===== src/rtl/pipe_reg_en.sv =====
`default_nettype none
// ============================================================================
// pipe_reg_en : DEPTH-stage valid/ready register slice with stall, flush and
//               bubble collapse.
// Revision    : 1.0
// ============================================================================
module pipe_reg_en #(
    parameter int               WIDTH     = 32,
    parameter int               DEPTH     = 2,
    parameter logic [WIDTH-1:0] RESET_VAL = '0
) (
    input  logic                       clk,
    input  logic                       clr,
    input  logic                       en,
    input  logic                       flush,
    input  logic                       in_valid,
    output logic                       in_ready,
    input  logic [WIDTH-1:0]           d,
    output logic                       out_valid,
    input  logic                       out_ready,
    output logic [WIDTH-1:0]           q,
    output logic [$clog2(DEPTH+1)-1:0] count
);

    localparam int CW = $clog2(DEPTH+1);

    logic [WIDTH-1:0] r_data [DEPTH];
    logic [DEPTH-1:0] r_v;

    logic [DEPTH-1:0] w_move;
    logic [DEPTH-1:0] w_accept;
    logic [WIDTH-1:0] w_in [DEPTH];
    logic             w_go;
    logic [CW-1:0]    w_count;

    assign w_go = en & ~flush;

    // Ready ripples back from the output: a stage may vacate if the next one
    // is empty or vacating itself, which is what collapses bubbles.
    always_comb begin
        w_move          = '0;
        w_move[DEPTH-1] = w_go & r_v[DEPTH-1] & out_ready;
        for (int i = DEPTH - 2; i >= 0; i--) begin
            w_move[i] = w_go & r_v[i] & (~r_v[i+1] | w_move[i+1]);
        end
    end

    generate
        for (genvar g = 0; g < DEPTH; g++) begin : g_stage
            if (g == 0) begin : g_head
                assign w_in[g]     = d;
                assign w_accept[g] = w_go & in_valid & (~r_v[0] | w_move[0]);
            end else begin : g_body
                assign w_in[g]     = r_data[g-1];
                assign w_accept[g] = w_move[g-1];
            end
        end
    endgenerate

    always_comb begin
        w_count = '0;
        for (int i = 0; i < DEPTH; i++) begin
            w_count = w_count + CW'(r_v[i]);
        end
    end

    // Flush drops only the valid bits; data registers keep their contents.
    always_ff @(posedge clk or negedge clr) begin
        if (!clr) begin
            r_v <= '0;
            for (int i = 0; i < DEPTH; i++) begin
                r_data[i] <= RESET_VAL;
            end
        end else if (flush) begin
            r_v <= '0;
        end else if (en) begin
            for (int i = 0; i < DEPTH; i++) begin
                if (w_accept[i]) begin
                    r_data[i] <= w_in[i];
                    r_v[i]    <= 1'b1;
                end else if (w_move[i]) begin
                    r_v[i]    <= 1'b0;
                end
            end
        end
    end

    assign in_ready  = clr & w_go & (~r_v[0] | w_move[0]);
    assign out_valid = r_v[DEPTH-1];
    assign q         = r_data[DEPTH-1];
    assign count     = w_count;

endmodule
`default_nettype wire

===== config.mk =====
export PLATFORM = sky130hd
export DESIGN_NAME = pipe_reg_en
export DESIGN_NICKNAME = d
export VERILOG_FILES = /design/src/rtl/pipe_reg_en.sv
export SDC_FILE = /design/constraint.sdc
export NUM_CORES = 1
export LEC_CHECK = 0
export CAP_MARGIN = 20
export CORE_MARGIN = 5
export CORE_UTILIZATION = 53
export DETAILED_ROUTE_END_ITERATION = 6
export GPL_ROUTABILITY_DRIVEN = 0
export MAX_ROUTING_LAYER = met4
export PLACE_DENSITY = 0.82
export SYNTH_ARGS = -nofsm -noshare
export SYNTH_HDL_FRONTEND = slang
export SYNTH_SLANG_ARGS = --single-unit

===== constraint.sdc =====
create_clock -name clk -period 1.95 [get_ports clk]
set_input_delay 0.2925 -clock clk [delete_from_list [all_inputs] [get_ports clk]]
set_output_delay 0.2925 -clock clk [all_outputs]
set_load 0.01 [all_outputs]

==> impl_metrics.tcl, run 1 <==
set metrics [dict create \
    cts_buffers 9 \
    avgSynthCellArea_um2 16.95 \
    dp_hpwl_mm 3.480 \
    cts-root-buf "clkbuf_8" \
    r2r_start "r_v[0]" \
    pwr-share-seq 0.441 \
    io_pins 74 \
    worst_pin_slew_ns 0.7901 \
    via_count 1488 \
    crit_fanout 5 \
    ys_seq_area_frac 0.5325 \
    place_worst_setup_slack_ns -0.004191 \
    p_per_area_nw_per_um2 1171 \
    syn_inst 183 \
    ant_nets 0 \
    relSlewSlack 0.4733 \
    mostFrequentLayoutCells "clkdlybuf4s50_1, dfrtp_1, mux2_4, clkbuf_8" \
    grt_pass1_vias 1674 \
    fmax_mhz 535.9 \
    cts_sinks 66 \
    die_area_um2 7482 \
    cts_tree "yes" \
    setup_viol 0 \
    hold_class "input pin to async pin" \
    drcViolationCount 0 \
    antenna_found_initial 0 \
    fp.dieH_um 86.50 \
    wl_mm 5.069 \
    setup_ws_ns 0.08407 \
    switching_share 0.2544 \
    first_pass_iters 4 \
    grt_max_degree 67 \
    initial_core_util 0.5531 \
    coreArea_um2 5608 \
    combPwrFrac 0.302 \
    start_kind "register" \
    post-route-period-util 0.9569 \
    critPathCaptureType "primary output" \
    clk_transition_reported_paths_ns 0.07 \
    wl_per_cell_um 16.35 \
    grt_pass1_wl_mm 8.459 \
    place.port_buffers 73 \
    final.setup_skew_ns 0.008319 \
    power_mw 4.468 \
    place_area_um2 3612 \
    status "complete, no violations" \
    finalSetupTns_ns 0 \
    worstSkewPairLatency_ns 0.34 \
    final_common_cell "clkdlybuf4s50_1" \
    r2r_end "r_data[32]" \
    ys_ff_latch 66 \
    die_w_um 86.50 \
    finalHoldViolations 0 \
    synth_warnings 0 \
    track_usage 0.1545 \
    internal_power_mw 3.332 \
    switching_power_mw 1.137 \
    syn_nets 222 \
    cts.path.max_buffers 2 \
    peakVddDrop_mv 0.5491 \
    diodes 0 \
    drive_gt1_frac 0.3866 \
    syn_to_final_growth_pct 22.99 \
    viasPerCell 4.800 \
    synth_cell_types 16 \
    arrival_ns 1.57 \
    finalMaxSlewViolations 0 \
    fin_crit_ns 1.866 \
    nets 272 \
    cap_viol_max_count 0 \
    post-route-cell-area_um2 3815 \
    worst-setup-path-type "register to primary output" \
    drtIter0Drc 32 \
    rsz0062_at_grt "false" \
    rows 27 \
    grt_overflow 0 \
    h-tree-depth 3 \
    p_leak_nw 1.697 \
    clkPwrFrac 0.257 \
    critPathRequiredTime_ns 1.66 \
    ff2ff_path_depth 4 \
    syn_area_um2 3102 \
    rrSetupSlack_ns 0.52 \
]
timing repair:
action / in CTS / in global routing
setup buffers: 0 / 0
resized for setup: 1 / 0
hold buffers: 0 / 0
endpoints found under the setup margin: 1 / 0
cells by family (layout without fill, tap and decap cells):
family	Yosys count	count (layout)	synth area share
and+or+nand+nor	9	9	0.02219
adders and majority gates	1	1	0.004033
muxes	64	64	0.3050
AOI/OAI and AO/OA	3	3	0.007260
DFF	66	66	0.5325
buffers and inverters	40	95	0.1291
metal layers:
metal	up-vias	global-route usage	part of all wire
li1	691	-	-
met1	737	0.1939	0.45
met2	51	0.2281	0.47
met3	9	0.03707	0.059
met4	0	0.08924	0.012
met5	-	-	0
final cells by class:
cell class                 count  area, µm²
fill                         407       1793
clock buffer                  10      137.6
multi-input combinational     77       1050
tap                           72      90.09
sequential                    66       1652
timing repair buffer          79      819.5
clock inverter                 6      66.31
worst max path at each step:
stage	start	endpoint	slack (ns)	cells past startpoint
after floorplan	r_v[1]	r_data[33]	0.57	5
after global placement	en	in_ready	0.03	4
after detailed placement	en	in_ready	-0.004	4
after CTS	r_v[0]	count[0]	0.06	2
after global routing	r_v[0]	count[0]	0.02	2
final	r_v[1]	count[0]	0.08	2
power by group through the flow:
stage / Combinational (mW) / Clock (mW) / Sequential [mW]
2_1_floorplan: 1.06 / 0 / 1.91
3_3_place_gp: 1.33 / 0 / 1.98
3_5_place_dp: 1.37 / 0 / 1.99
4_1_cts: 1.37 / 1.18 / 1.97
5_1_grt: 1.43 / 1.24 / 2.03
6_report: 1.35 / 1.15 / 1.97
per-stage QoR:
stage / utilization / hold WS, ns / cells
floorplan: - / -0.003091 / 183
global placement: 0.6441 / 0.4862 / 294
detailed placement: 0.6441 / 0.4914 / 294
CTS: 0.6803 / 0.2265 / 310
global route: 0.6803 / 0.2816 / 310
finish: 0.6803 / 0.2179 / 310
synthesized netlist by cell type, drive strengths merged:
master / n / area, µm²
a22oi: 1 / 7.510
buf: 40 / 400.4
nand2b: 1 / 6.260
nand2: 2 / 7.510
a21bo: 1 / 10.01
a21oi: 1 / 5.000
nor2b: 1 / 13.76
and3: 3 / 30.03
dfrtp: 66 / 1652
nor2: 1 / 3.750
nand3b: 1 / 7.510
mux2: 64 / 945.9
ha: 1 / 12.51
registers in the layout, indices dropped and copies added (netlist names):
signal,flops
q,32
r_data,32
r_v,2
critical path: stages, from the launching register on:
cell and delay (ns):
dfrtp_1 0.43, ha_1 0.29, clkdlybuf4s50_1 0.52
Note: power is estimated with default switching activity, not from simulation.
==> inputs of run 2 (changes only) <==
Settings changed: CELL_PAD_IN_SITES_DETAIL_PLACEMENT from default to 0, CELL_PAD_IN_SITES_GLOBAL_PLACEMENT from default to 1, CORE_UTILIZATION 53 to 44, PLACE_DENSITY 0.82 to default, PLACE_DENSITY_LB_ADDON from default to 0.1.
==> impl_metrics.tcl, run 2 (synthesis results as in run 1) <==
set metrics [dict create \
    viasPerCell 4.539 \
    finalHoldViolations 0 \
    crit_fanout 5 \
    slowest_delay_ns 0.54 \
    track_usage 0.1380 \
    coreArea_um2 6832 \
    rrSetupSlack_ns 0.44 \
    wl_mm 5.623 \
    die_area_um2 8828 \
    drtIter0Drc 22 \
    seqCellArea_um2 1652 \
    post-route-cell-area_um2 3892 \
    peakVddDrop_mv 0.5583 \
    post-route-period-util 0.9616 \
    dp_hpwl_mm 3.995 \
    via_count 1525 \
    fp.dieH_um 93.96 \
    place.port_buffers 73 \
    io_pins 74 \
    clk_transition_reported_paths_ns 0.07 \
    cts_buffers 9 \
    fmax_mhz 533.3 \
    antenna_found_initial 0 \
    finalMaxSlewViolations 0 \
    p_leak_nw 1.746 \
    grt_pass1_wl_mm 9.032 \
    diodes 0 \
    wl_per_cell_um 16.74 \
    place_worst_setup_slack_ns 0.01461 \
    path_cells "ha_1 -> clkdlybuf4s50_1" \
    worstSkewPairLatency_ns 0.32 \
    place_area_um2 3650 \
    setup_viol 0 \
    cts.path.max_buffers 2 \
    grt_max_degree 67 \
    critPathRequiredTime_ns 1.66 \
    nets 274 \
    fin_crit_ns 1.875 \
    start_kind "register" \
    rows 30 \
    drive_gt1_frac 0.3875 \
    die_w_um 93.96 \
    cts-root-buf "clkbuf_8" \
    worst_pin_slew_ns 0.8131 \
    slowest_stage "clkdlybuf4s50_1" \
    cts_sinks 66 \
    syn_to_final_growth_pct 25.49 \
    status "complete, no violations" \
    h-tree-depth 3 \
    multiInputGateArea_um2 1050 \
    hold_class "input pin to async pin" \
    critPathCaptureType "primary output" \
    power_mw 4.674 \
    relSlewSlack 0.4579 \
    ant_nets 0 \
    initial_core_util 0.4540 \
    p_per_area_nw_per_um2 1201 \
    rsz0062_at_grt "false" \
    finalSetupTns_ns 0 \
    first_pass_iters 3 \
    cap_viol_max_count 0 \
    final_common_cell "clkdlybuf4s50_1" \
    grt_overflow 0 \
    arrival_ns 1.58 \
    worst-setup-path-type "register to primary output" \
    drcViolationCount 0 \
    cts_tree "yes" \
    setup_ws_ns 0.07496 \
    mostFrequentLayoutCells "clkdlybuf4s50_1, dfrtp_1, mux2_4, clkbuf_8" \
    fillers 526 \
    final.setup_skew_ns 0.006813 \
    grt_pass1_vias 1827 \
]
-- run 2: changes by cell type in the layout (fill, tap and decap cells not counted), sizes merged --
cell / previous run / this run
dlymetal6s2s: 0 / 1
buf: 7 / 9
clkinv: 2 / 3
clkinvlp: 3 / 0
dlygate4sd2: 1 / 0
bufinv: 1 / 3
-- run 2: what timing repair did --
item / in CTS / in global routing
resized for setup: 0 / 1
setup buffers: 0 / 1
setup endpoints to repair: 0 / 2
hold buffers: 0 / 0
-- run 2: cell type report --
type / count / area share
flip-flops and latches: 66 / 0.4243
multi-input cells: 77 / 0.2697
repair buffers: 81 / 0.2154
clock buffers: 10 / 0.03279
well taps: 96 / 0.03086
clock inverters: 6 / 0.02700
-- run 2: per-stage QoR --
stage / utilization / hold WS [ns] / std cells
after floorplan: - / -0.003091 / 183
after global placement: 0.5342 / 0.4877 / 319
after detailed placement: 0.5342 / 0.4926 / 319
after CTS: 0.5683 / 0.2725 / 335
after global routing: 0.5698 / 0.3100 / 336
final: 0.5698 / 0.2334 / 336
-- run 2: layer usage --
layer / global-route usage / part of all wire / vias to the layer above
met4: 0.06498 / 0.010 / 0
met2: 0.2188 / 0.49 / 50
li1: - / - / 695
met5: - / 0 / -
met1: 0.1681 / 0.45 / 774
met3: 0.03045 / 0.046 / 6
-- run 2: path summary, 6_finish.rpt --
path | cells past startpoint | to | from
hold reg to reg | 1 | r_data[58] | r_data[58]
hold / removal | 2 | r_data[48] | clr
setup reg to reg | 5 | q[30] | r_v[1]
max in group asynchronous | 2 | r_data[61] | clr
setup / recovery | 2 | count[0] | r_v[0]
min in group clk | 1 | r_data[58] | r_data[58]
-- run 2: power by group --
group / leakage (nW) / switching (mW) / internal [mW]
Combinational: 0.826 / 0.398 / 0.966
Sequential: 0.799 / 0.231 / 1.74
Clock: 0.120 / 0.491 / 0.843
-- run 2: worst max-delay path: cells and delay by family, from the launching register on --
kind | cells | cell delay [ns]
buffers and inverters | 1 | 0.54
DFF | 1 | 0.43
adders and majority gates | 1 | 0.29
